File: src/rtl/fifo_pkg.sv
// Shared types and width helpers for the FIFO word packer.
package fifo_pkg;

    // Packer states: accumulating words, or holding a closed beat.
    typedef enum logic {
        FILL = 1'b0,
        HOLD = 1'b1
    } state_e;

    // Bits needed to index one lane of a beat.
    function automatic int unsigned lane_idx_w(input int unsigned pack_ratio);
        return $clog2(pack_ratio);
    endfunction

    // Bits needed to express a lane count of 1..pack_ratio.
    function automatic int unsigned count_w(input int unsigned pack_ratio);
        return lane_idx_w(pack_ratio) + 1;
    endfunction

    // Position of the last flag inside an input word.
    function automatic int unsigned last_bit(input int unsigned data_width);
        return data_width;
    endfunction

endpackage

File: src/rtl/fifo_word_packer.sv
// Packs PACK_RATIO narrow FIFO words into one wide beat; a last-flagged word
// closes the beat early. One accumulator plus one output register.
module fifo_word_packer
    import fifo_pkg::*;
#(
    parameter int unsigned DATA_WIDTH = 32,
    parameter int unsigned PACK_RATIO = 4
) (
    input  logic                               clk,
    input  logic                               rst_n,
    input  logic [DATA_WIDTH:0]                in_data_i,
    input  logic                               in_valid_i,
    output logic                               in_grant_o,
    output logic [PACK_RATIO*DATA_WIDTH-1:0]   out_data_o,
    output logic [count_w(PACK_RATIO)-1:0]     out_count_o,
    output logic                               out_last_o,
    output logic                               out_valid_o,
    input  logic                               out_grant_i
);

    localparam int unsigned LANE_IDX_W = lane_idx_w(PACK_RATIO);
    localparam int unsigned COUNT_W    = count_w(PACK_RATIO);
    localparam int unsigned BEAT_W     = PACK_RATIO * DATA_WIDTH;
    localparam int unsigned LAST_BIT   = last_bit(DATA_WIDTH);
    localparam logic [LANE_IDX_W-1:0] MAX_IDX = LANE_IDX_W'(PACK_RATIO - 1);

    state_e                  state_q, state_d;
    logic [LANE_IDX_W-1:0]   idx_q, idx_d;
    logic [BEAT_W-1:0]       acc_q, acc_d;
    logic [COUNT_W-1:0]      acc_count_q, acc_count_d;
    logic                    acc_last_q, acc_last_d;
    logic [BEAT_W-1:0]       out_data_q, out_data_d;
    logic [COUNT_W-1:0]      out_count_q, out_count_d;
    logic                    out_last_q, out_last_d;
    logic                    out_valid_q, out_valid_d;
    logic                    in_grant_q, in_grant_d;

    logic                    in_xfer;
    logic                    out_xfer;
    logic                    out_free;
    logic                    in_last;
    logic                    close_beat;
    logic [DATA_WIDTH-1:0]   payload;
    logic [BEAT_W-1:0]       merged;
    logic [COUNT_W-1:0]      close_count;

    // State and datapath registers; reset discards any partial or held beat.
    always_ff @(posedge clk or negedge rst_n) begin
        if (!rst_n) begin
            state_q     <= FILL;
            idx_q       <= '0;
            acc_q       <= '0;
            acc_count_q <= '0;
            acc_last_q  <= 1'b0;
            out_data_q  <= '0;
            out_count_q <= '0;
            out_last_q  <= 1'b0;
            out_valid_q <= 1'b0;
            in_grant_q  <= 1'b0;
        end else begin
            state_q     <= state_d;
            idx_q       <= idx_d;
            acc_q       <= acc_d;
            acc_count_q <= acc_count_d;
            acc_last_q  <= acc_last_d;
            out_data_q  <= out_data_d;
            out_count_q <= out_count_d;
            out_last_q  <= out_last_d;
            out_valid_q <= out_valid_d;
            in_grant_q  <= in_grant_d;
        end
    end

    // Next-state: accumulate, close beats, and move them to the output register.
    always_comb begin
        state_d     = state_q;
        idx_d       = idx_q;
        acc_d       = acc_q;
        acc_count_d = acc_count_q;
        acc_last_d  = acc_last_q;
        out_data_d  = out_data_q;
        out_count_d = out_count_q;
        out_last_d  = out_last_q;
        out_valid_d = out_valid_q;

        in_xfer     = in_valid_i && in_grant_q;
        out_xfer    = out_valid_q && out_grant_i;
        out_free    = !out_valid_q || out_xfer;
        payload     = in_data_i[DATA_WIDTH-1:0];
        in_last     = in_data_i[LAST_BIT];
        close_beat  = (idx_q == MAX_IDX) || in_last;
        close_count = COUNT_W'(idx_q) + COUNT_W'(1);

        // Accumulator with the incoming word dropped into its lane.
        merged = acc_q;
        for (int unsigned k = 0; k < PACK_RATIO; k++) begin
            if (idx_q == LANE_IDX_W'(k)) begin
                merged[k*DATA_WIDTH +: DATA_WIDTH] = payload;
            end
        end

        if (out_xfer) begin
            out_valid_d = 1'b0;
        end

        case (state_q)
            FILL: begin
                if (in_xfer) begin
                    if (close_beat) begin
                        idx_d = '0;
                        if (out_free) begin
                            out_data_d  = merged;
                            out_count_d = close_count;
                            out_last_d  = in_last;
                            out_valid_d = 1'b1;
                            acc_d       = '0;
                        end else begin
                            acc_d       = merged;
                            acc_count_d = close_count;
                            acc_last_d  = in_last;
                            state_d     = HOLD;
                        end
                    end else begin
                        acc_d = merged;
                        idx_d = idx_q + LANE_IDX_W'(1);
                    end
                end
            end
            HOLD: begin
                if (out_xfer) begin
                    out_data_d  = acc_q;
                    out_count_d = acc_count_q;
                    out_last_d  = acc_last_q;
                    out_valid_d = 1'b1;
                    acc_d       = '0;
                    acc_count_d = '0;
                    acc_last_d  = 1'b0;
                    state_d     = FILL;
                end
            end
            default: begin
                state_d = FILL;
            end
        endcase

        in_grant_d = (state_d == FILL);
    end

    assign in_grant_o  = in_grant_q;
    assign out_data_o  = out_data_q;
    assign out_count_o = out_count_q;
    assign out_last_o  = out_last_q;
    assign out_valid_o = out_valid_q;

endmodule

File: config.mk
export PLATFORM = sky130hd
export DESIGN_NAME = fifo_word_packer
export DESIGN_NICKNAME = d
export VERILOG_FILES = /design/src/rtl/fifo_pkg.sv /design/src/rtl/fifo_word_packer.sv
export SDC_FILE = /design/constraint.sdc
export NUM_CORES = 1
export LEC_CHECK = 0
export CORE_MARGIN = 8
export CORE_UTILIZATION = 57
export CTS_CLUSTER_SIZE = 10
export DETAILED_ROUTE_END_ITERATION = 12
export PLACE_DENSITY = 0.81
export SYNTH_ARGS = -nofsm -noshare
export SYNTH_HDL_FRONTEND = slang
export SYNTH_SLANG_ARGS = --single-unit
export TNS_END_PERCENT = 10
File: constraint.sdc
create_clock -name clk -period 2.25 [get_ports clk]
set_input_delay 0.5625 -clock clk [delete_from_list [all_inputs] [get_ports clk]]
set_output_delay 0.5625 -clock clk [all_outputs]
set_load 0.03 [all_outputs]
Yosys cells after proc, flatten, opt, wreduce, memory -nomap -nowiden:

Cells that the tools add are included.

* register bits after elaboration: 269
* input port bits: 37
* output and inout bits: 134
* word-level logic and storage cells: 78

* add/subtract/negate cells: 2
* eq/ne operators: 8
* mux-type cells: 46
* bitwise gates (word level): 2
* reduce and logical (&&, ||, !) cells: 10

Operator list (number)
* two-way mux 128 bit: 8
* one-hot mux 128 bit (2 select lines): 2
* two-way mux 32 bit: 4
* two-way mux 3 bit: 8
* two-way mux 1 bit: 17
* one-hot mux 3 bit (2 select lines): 2
* != test 2 bit (second input constant): 4
* one-hot mux 1 bit (2 select lines): 4
* AND reduction 4 bit: 2
* == test 2 bit (second input constant): 2
* AND reduction 2 bit: 2
* adder 2 x 1 -> 3 bit (second input constant): 1
* adder 2 x 1 -> 2 bit (second input constant): 1
* == test 2 x 1 -> 1 bit (second input constant): 1
* logical AND 1 bit: 2
* zero test 2 bit: 1
* logical OR 1 bit: 2
* two-way mux 2 bit: 1
* != test 2 x 1 -> 1 bit (second input constant): 1
* NOT 1 bit: 2
* zero test 1 bit: 1

Depth between registers and ports, before layout:

* depth in word-level cells: 7
* mapped depth: 7
* depth with buffers taken out: 5

Worst setup path after synthesis:

No wires, ideal clock.

* path type: register to register
* start point: reg idx_q[0]
* end point: reg out_data_q[78], in the netlist out_data_o[78]
* library setup time: 0.127 ns
* arrival time: 1.926 ns
* data required time: 2.123 ns
* setup slack: 0.197 ns
* cell stages (with the launch flop): 7
* path buffers: 1
* period minus slack after synthesis: 2.053 ns
* path through: dfrtp_1 inv_1 ha_1 nand2b_1 clkbuf_1 mux2_2 mux2_1

* word-level cells in the longest chain between the ends: 6
* elaborated cells between the ends (all ways): 10
* classes of those cells: 3 x eq/ne; 5 x mux; 2 x reduce/logical

RTL lines
* start, declared: RTL line fifo_word_packer.sv:28 `logic [LANE_IDX_W-1:0] idx_q, idx_d;`
* start signal, assigned: RTL line fifo_word_packer.sv:62 `idx_q <= idx_d;`
* == test 2 bit: RTL line fifo_word_packer.sv:97 `if (idx_q == LANE_IDX_W'(k)) begin`
* two-way mux 32 bit: RTL line fifo_word_packer.sv:97
* two-way mux 128 bit: RTL line fifo_word_packer.sv:111 `if (out_free) begin`
* two-way mux 128 bit: RTL line fifo_word_packer.sv:109 `if (close_beat) begin`
* two-way mux 128 bit: RTL line fifo_word_packer.sv:108 `if (in_xfer) begin`
* one-hot mux 128 bit (2 select lines): RTL line fifo_word_packer.sv:106 `case (state_q)`
* end signal, assigned: RTL line fifo_word_packer.sv:66 `out_data_q <= out_data_d;`
* end, declared: RTL line fifo_word_packer.sv:32 `logic [BEAT_W-1:0] out_data_q, out_data_d;`

Several ways; a longest one is shown, not always the timed one. The select of a mux whose other input is x is not followed.
A chain may end at the register's enable or synchronous reset.

Worst setup path in the final report:

* start point: reg out_data_q[101], in the netlist out_data_o[101]
* end point: out out_data_o[101]

RTL lines
* end, declared: RTL line fifo_word_packer.sv:14 `output logic [PACK_RATIO*DATA_WIDTH-1:0] out_data_o,`

No word-level cell between the ends.

==> metrics.md <==
| Metric | Value |
|---|---|
| GR Overflow Total | 0 |
| Die area | 30100 um2 |
| Final ANT Viol Nets | 0 |
| DR vias | 11465 |
| Port Buffers | 170 |
| Maximum clock path buffer count | 3 |
| Distinct cells, synth | 35 |
| Clk sinks | 269 |
| Post-synth top flop | dfrtp_1 |
| CTS Buf Count | 31 |
| Cell taking the most area after synthesis | dfrtp_1 |
| Critical path launch point type | register |
| Sum of negative setup slack | 0 ns |
| Placement Rows | 57 |
| Initial Util | 58.1% |
| Htree depth | 1 |
| Leakage power | 7.23 nW |
| Sequential share of the synthesized area | 47.7% |
| Status | finished clean |
| Clk pin slew, worst setup/hold paths | 0.05 ns |
| Hold Path Class | reg2reg |
| Worst slew pin tran | 0.640 ns |
| Max_slew headroom | 57.4% |
| Hold Path Origin | out_data_o[86] |
| Synthesized area | 14100 um2 |
| Fillers | 1645 |
| Largest net degree at the start of global routing | 129 |
| Slowest-stage cell, CP | clkdlybuf4s50_1 |
| Syn nets | 1295 |
| Pwr Density | 1480 nW/um2 |
| Clock Skew | 0.0183 ns |
| Worst-Skew Late Latency | 0.56 ns |
| FF-to-FF Start | idx_q[1] |
| Final period utilization | 98.0% |
| Antenna violations before repair | 0 |
| Final RePlAce weighted congestion | 0.805 |
| # diodes | 0 |
| Post-route setup slack | 0.0442 ns |
| Layout Cells excl Fill | 1718 |
| Die Wd | 173 um |
| Final setup violation count | 0 |
| Dpl cell area | 16600 um2 |
| WL/cell | 23.2 um |
| Worst setup EP type | output pin |
| Synth warn | 0 |
| Initial drt markers | 1101 |
| CP Data Arrival Time | 1.64 ns |
| CP Buf/Inv Count | 1 |
| Final Hold Viols | 0 |
| Layout cell share with drive strength beyond 1 | 24.2% |
| Peak supply drop | 0.000940 V |
| F_max | 0.453 GHz |
| Ports | 171 |
| Vias per inst | 6.67 |
| Critical path origin | out_data_o[101] |
| Ranking of synthesized cells by area | dfrtp_1 48%, mux2_2 17%, o2111ai_1 7.9%, o311ai_0 7.8%, nand3_1 4.6% |
| Clk root buf | clkbuf_16 |
| Top cell type's share of synthesized area | 47.7% |
| Largest delay contributor family on the critical path | buffers and inverters |
| Post-route cell area | 17500 um2 |
| Placed Instances | 1680 |
| Vias in the first global route | 11682 |
| Pre-CTS WS | -0.228 ns |
| Overall global routing resource usage | 25.8% |
| Critical path, cell by cell | clkdlybuf4s50_1 |
| Fin Hold WS | 0.479 ns |
| Req. time, crit path | 1.69 ns |
| P&R area growth vs syn | 23.6% |
| # nets final | 1435 |
| CP peak stage delay | 0.69 ns |
| Ys async rst share | 100% |
| Mean Syn Cell Area | 11.3 um2 |
| Setup CP Type | reg2out |
| Syn Inst Count | 1250 |
| Core Box Area | 24300 um2 |
| EDFF count, synth | 0 |
| Detailed Place HPWL | 24800 um |
| Maxcap violations | 0 |
| CTS tree | done |
| Flops & latches, synth | 269 |
| Post-route DRC | 0 |
| Die height | 173 um |
| Fin. max-slew vios | 0 |
| CP max FO | 2 |
| Min cycle time layout | 2.21 ns |
| RSZ-0062 raised after global routing | no |
| First-pass GRT wire length | 65300 um |
| DR pass1 iterations | 5 |
| Final WL | 39900 um |
cells in the mapped netlist, types with 2 or more instances:
cell type  count
o311ai_0     125
o2111ai_1    127
o211a_1        4
nor2b_1        6
clkbuf_1     100
nand2_1        7
o311ai_1       2
buf_1          8
mux2_2       210
buf_2         22
o21ai_0        9
nand2b_1       6
nor4_1         4
inv_1        136
nand3_1      130
mux2_1        49
ha_1           8
a211o_1        4
buf_6          9
dfrtp_1      269
report_power, final:
part	internal [mW]	switching, mW	leakage, nW
Sequential	6.88	1.40	3.43
Clock	2.49	1.88	0.403
Combinational	5.88	7.38	3.40
Total	15.3	10.7	7.23
state kept, by name (all words and copies together) (netlist names):
name	cells
acc_q	128
out_data_o	128
acc_count_q	3
out_count_o	3
idx_q	2
acc_last_q	1
in_grant_o	1
out_last_o	1
out_valid_o	1
state_q	1
timing repair:
action | CTS | global route
gates resized for setup | 4 | 7
buffers inserted | 0 | 0
hold buffers | 1 | 0
endpoints found under the setup margin | 4 | 14
hold endpoints to repair | 32 | 0
worst register-to-register path: stages (launching register included):
cell and delay, ns:
dfrtp_1 0.45, inv_1 0.18, ha_1 0.29, buf_12 0.24
nor2b_4 0.18, buf_4 0.29, o2111ai_1 0.15, o311ai_0 0.15
metal layers:
layer / GRT usage, % / vias to the layer above / wire [um]
li1: - / 5058 / -
met1: 35.2 / 5738 / 16600
met2: 40.3 / 575 / 18900
met3: 5.90 / 94 / 3350
met4: 8.34 / 0 / 1030
met5: 0 / - / 0
layout by cell type (no fill, tap or decap), types with 7 or more instances in the layout:
master and count:
nand3_1 129, inv_1 136, o311ai_0 125, mux2_2 210
buf_4 46, mux2_1 49, clkdlybuf4s50_1 163, clkbuf_16 31
o21ai_0 9, o2111ai_1 127, dfrtp_1 269, nand2_1 7
buf_12 28
path summary, 6_finish.rpt:
path                                   end  slack (ns)  cells after the start
max in group asynchronous       acc_q[106]        1.09                      3
max                        out_data_o[101]        0.04                      1
max reg2reg                      acc_q[18]        0.15                      7
min                         out_data_o[86]        0.48                      1
min reg2reg                 out_data_o[86]        0.48                      1
min in group asynchronous          state_q        0.50                      2
stage by stage:
stage	total power [mW]	utilization [%]
floorplan	16.2	-
global placement	21.0	68.2
detailed placement	21.4	68.2
CTS	25.9	71.7
global route	27.3	71.8
finish	25.9	71.8
area by class of cell:
type                       count  area, um2  area share, %
clock buffer                  35        811           4.64
clock inverter                 2       16.3         0.0932
inverter                     136        510           2.92
multi-input combinational    706       6340           36.3
sequential                   269       6730           38.6
tap                          324        405           2.32
timing repair buffer         246       2640           15.1
cells by family after synthesis:
kind of cell / share of synthesized area [%]
AOI/OAI and AO/OA: 17.0
muxes: 20.7
buffers and inverters: 7.98
DFF: 47.7
adders and majority gates: 0.709
and+or+nand+nor: 5.88
(Power assumes the default switching activity.)
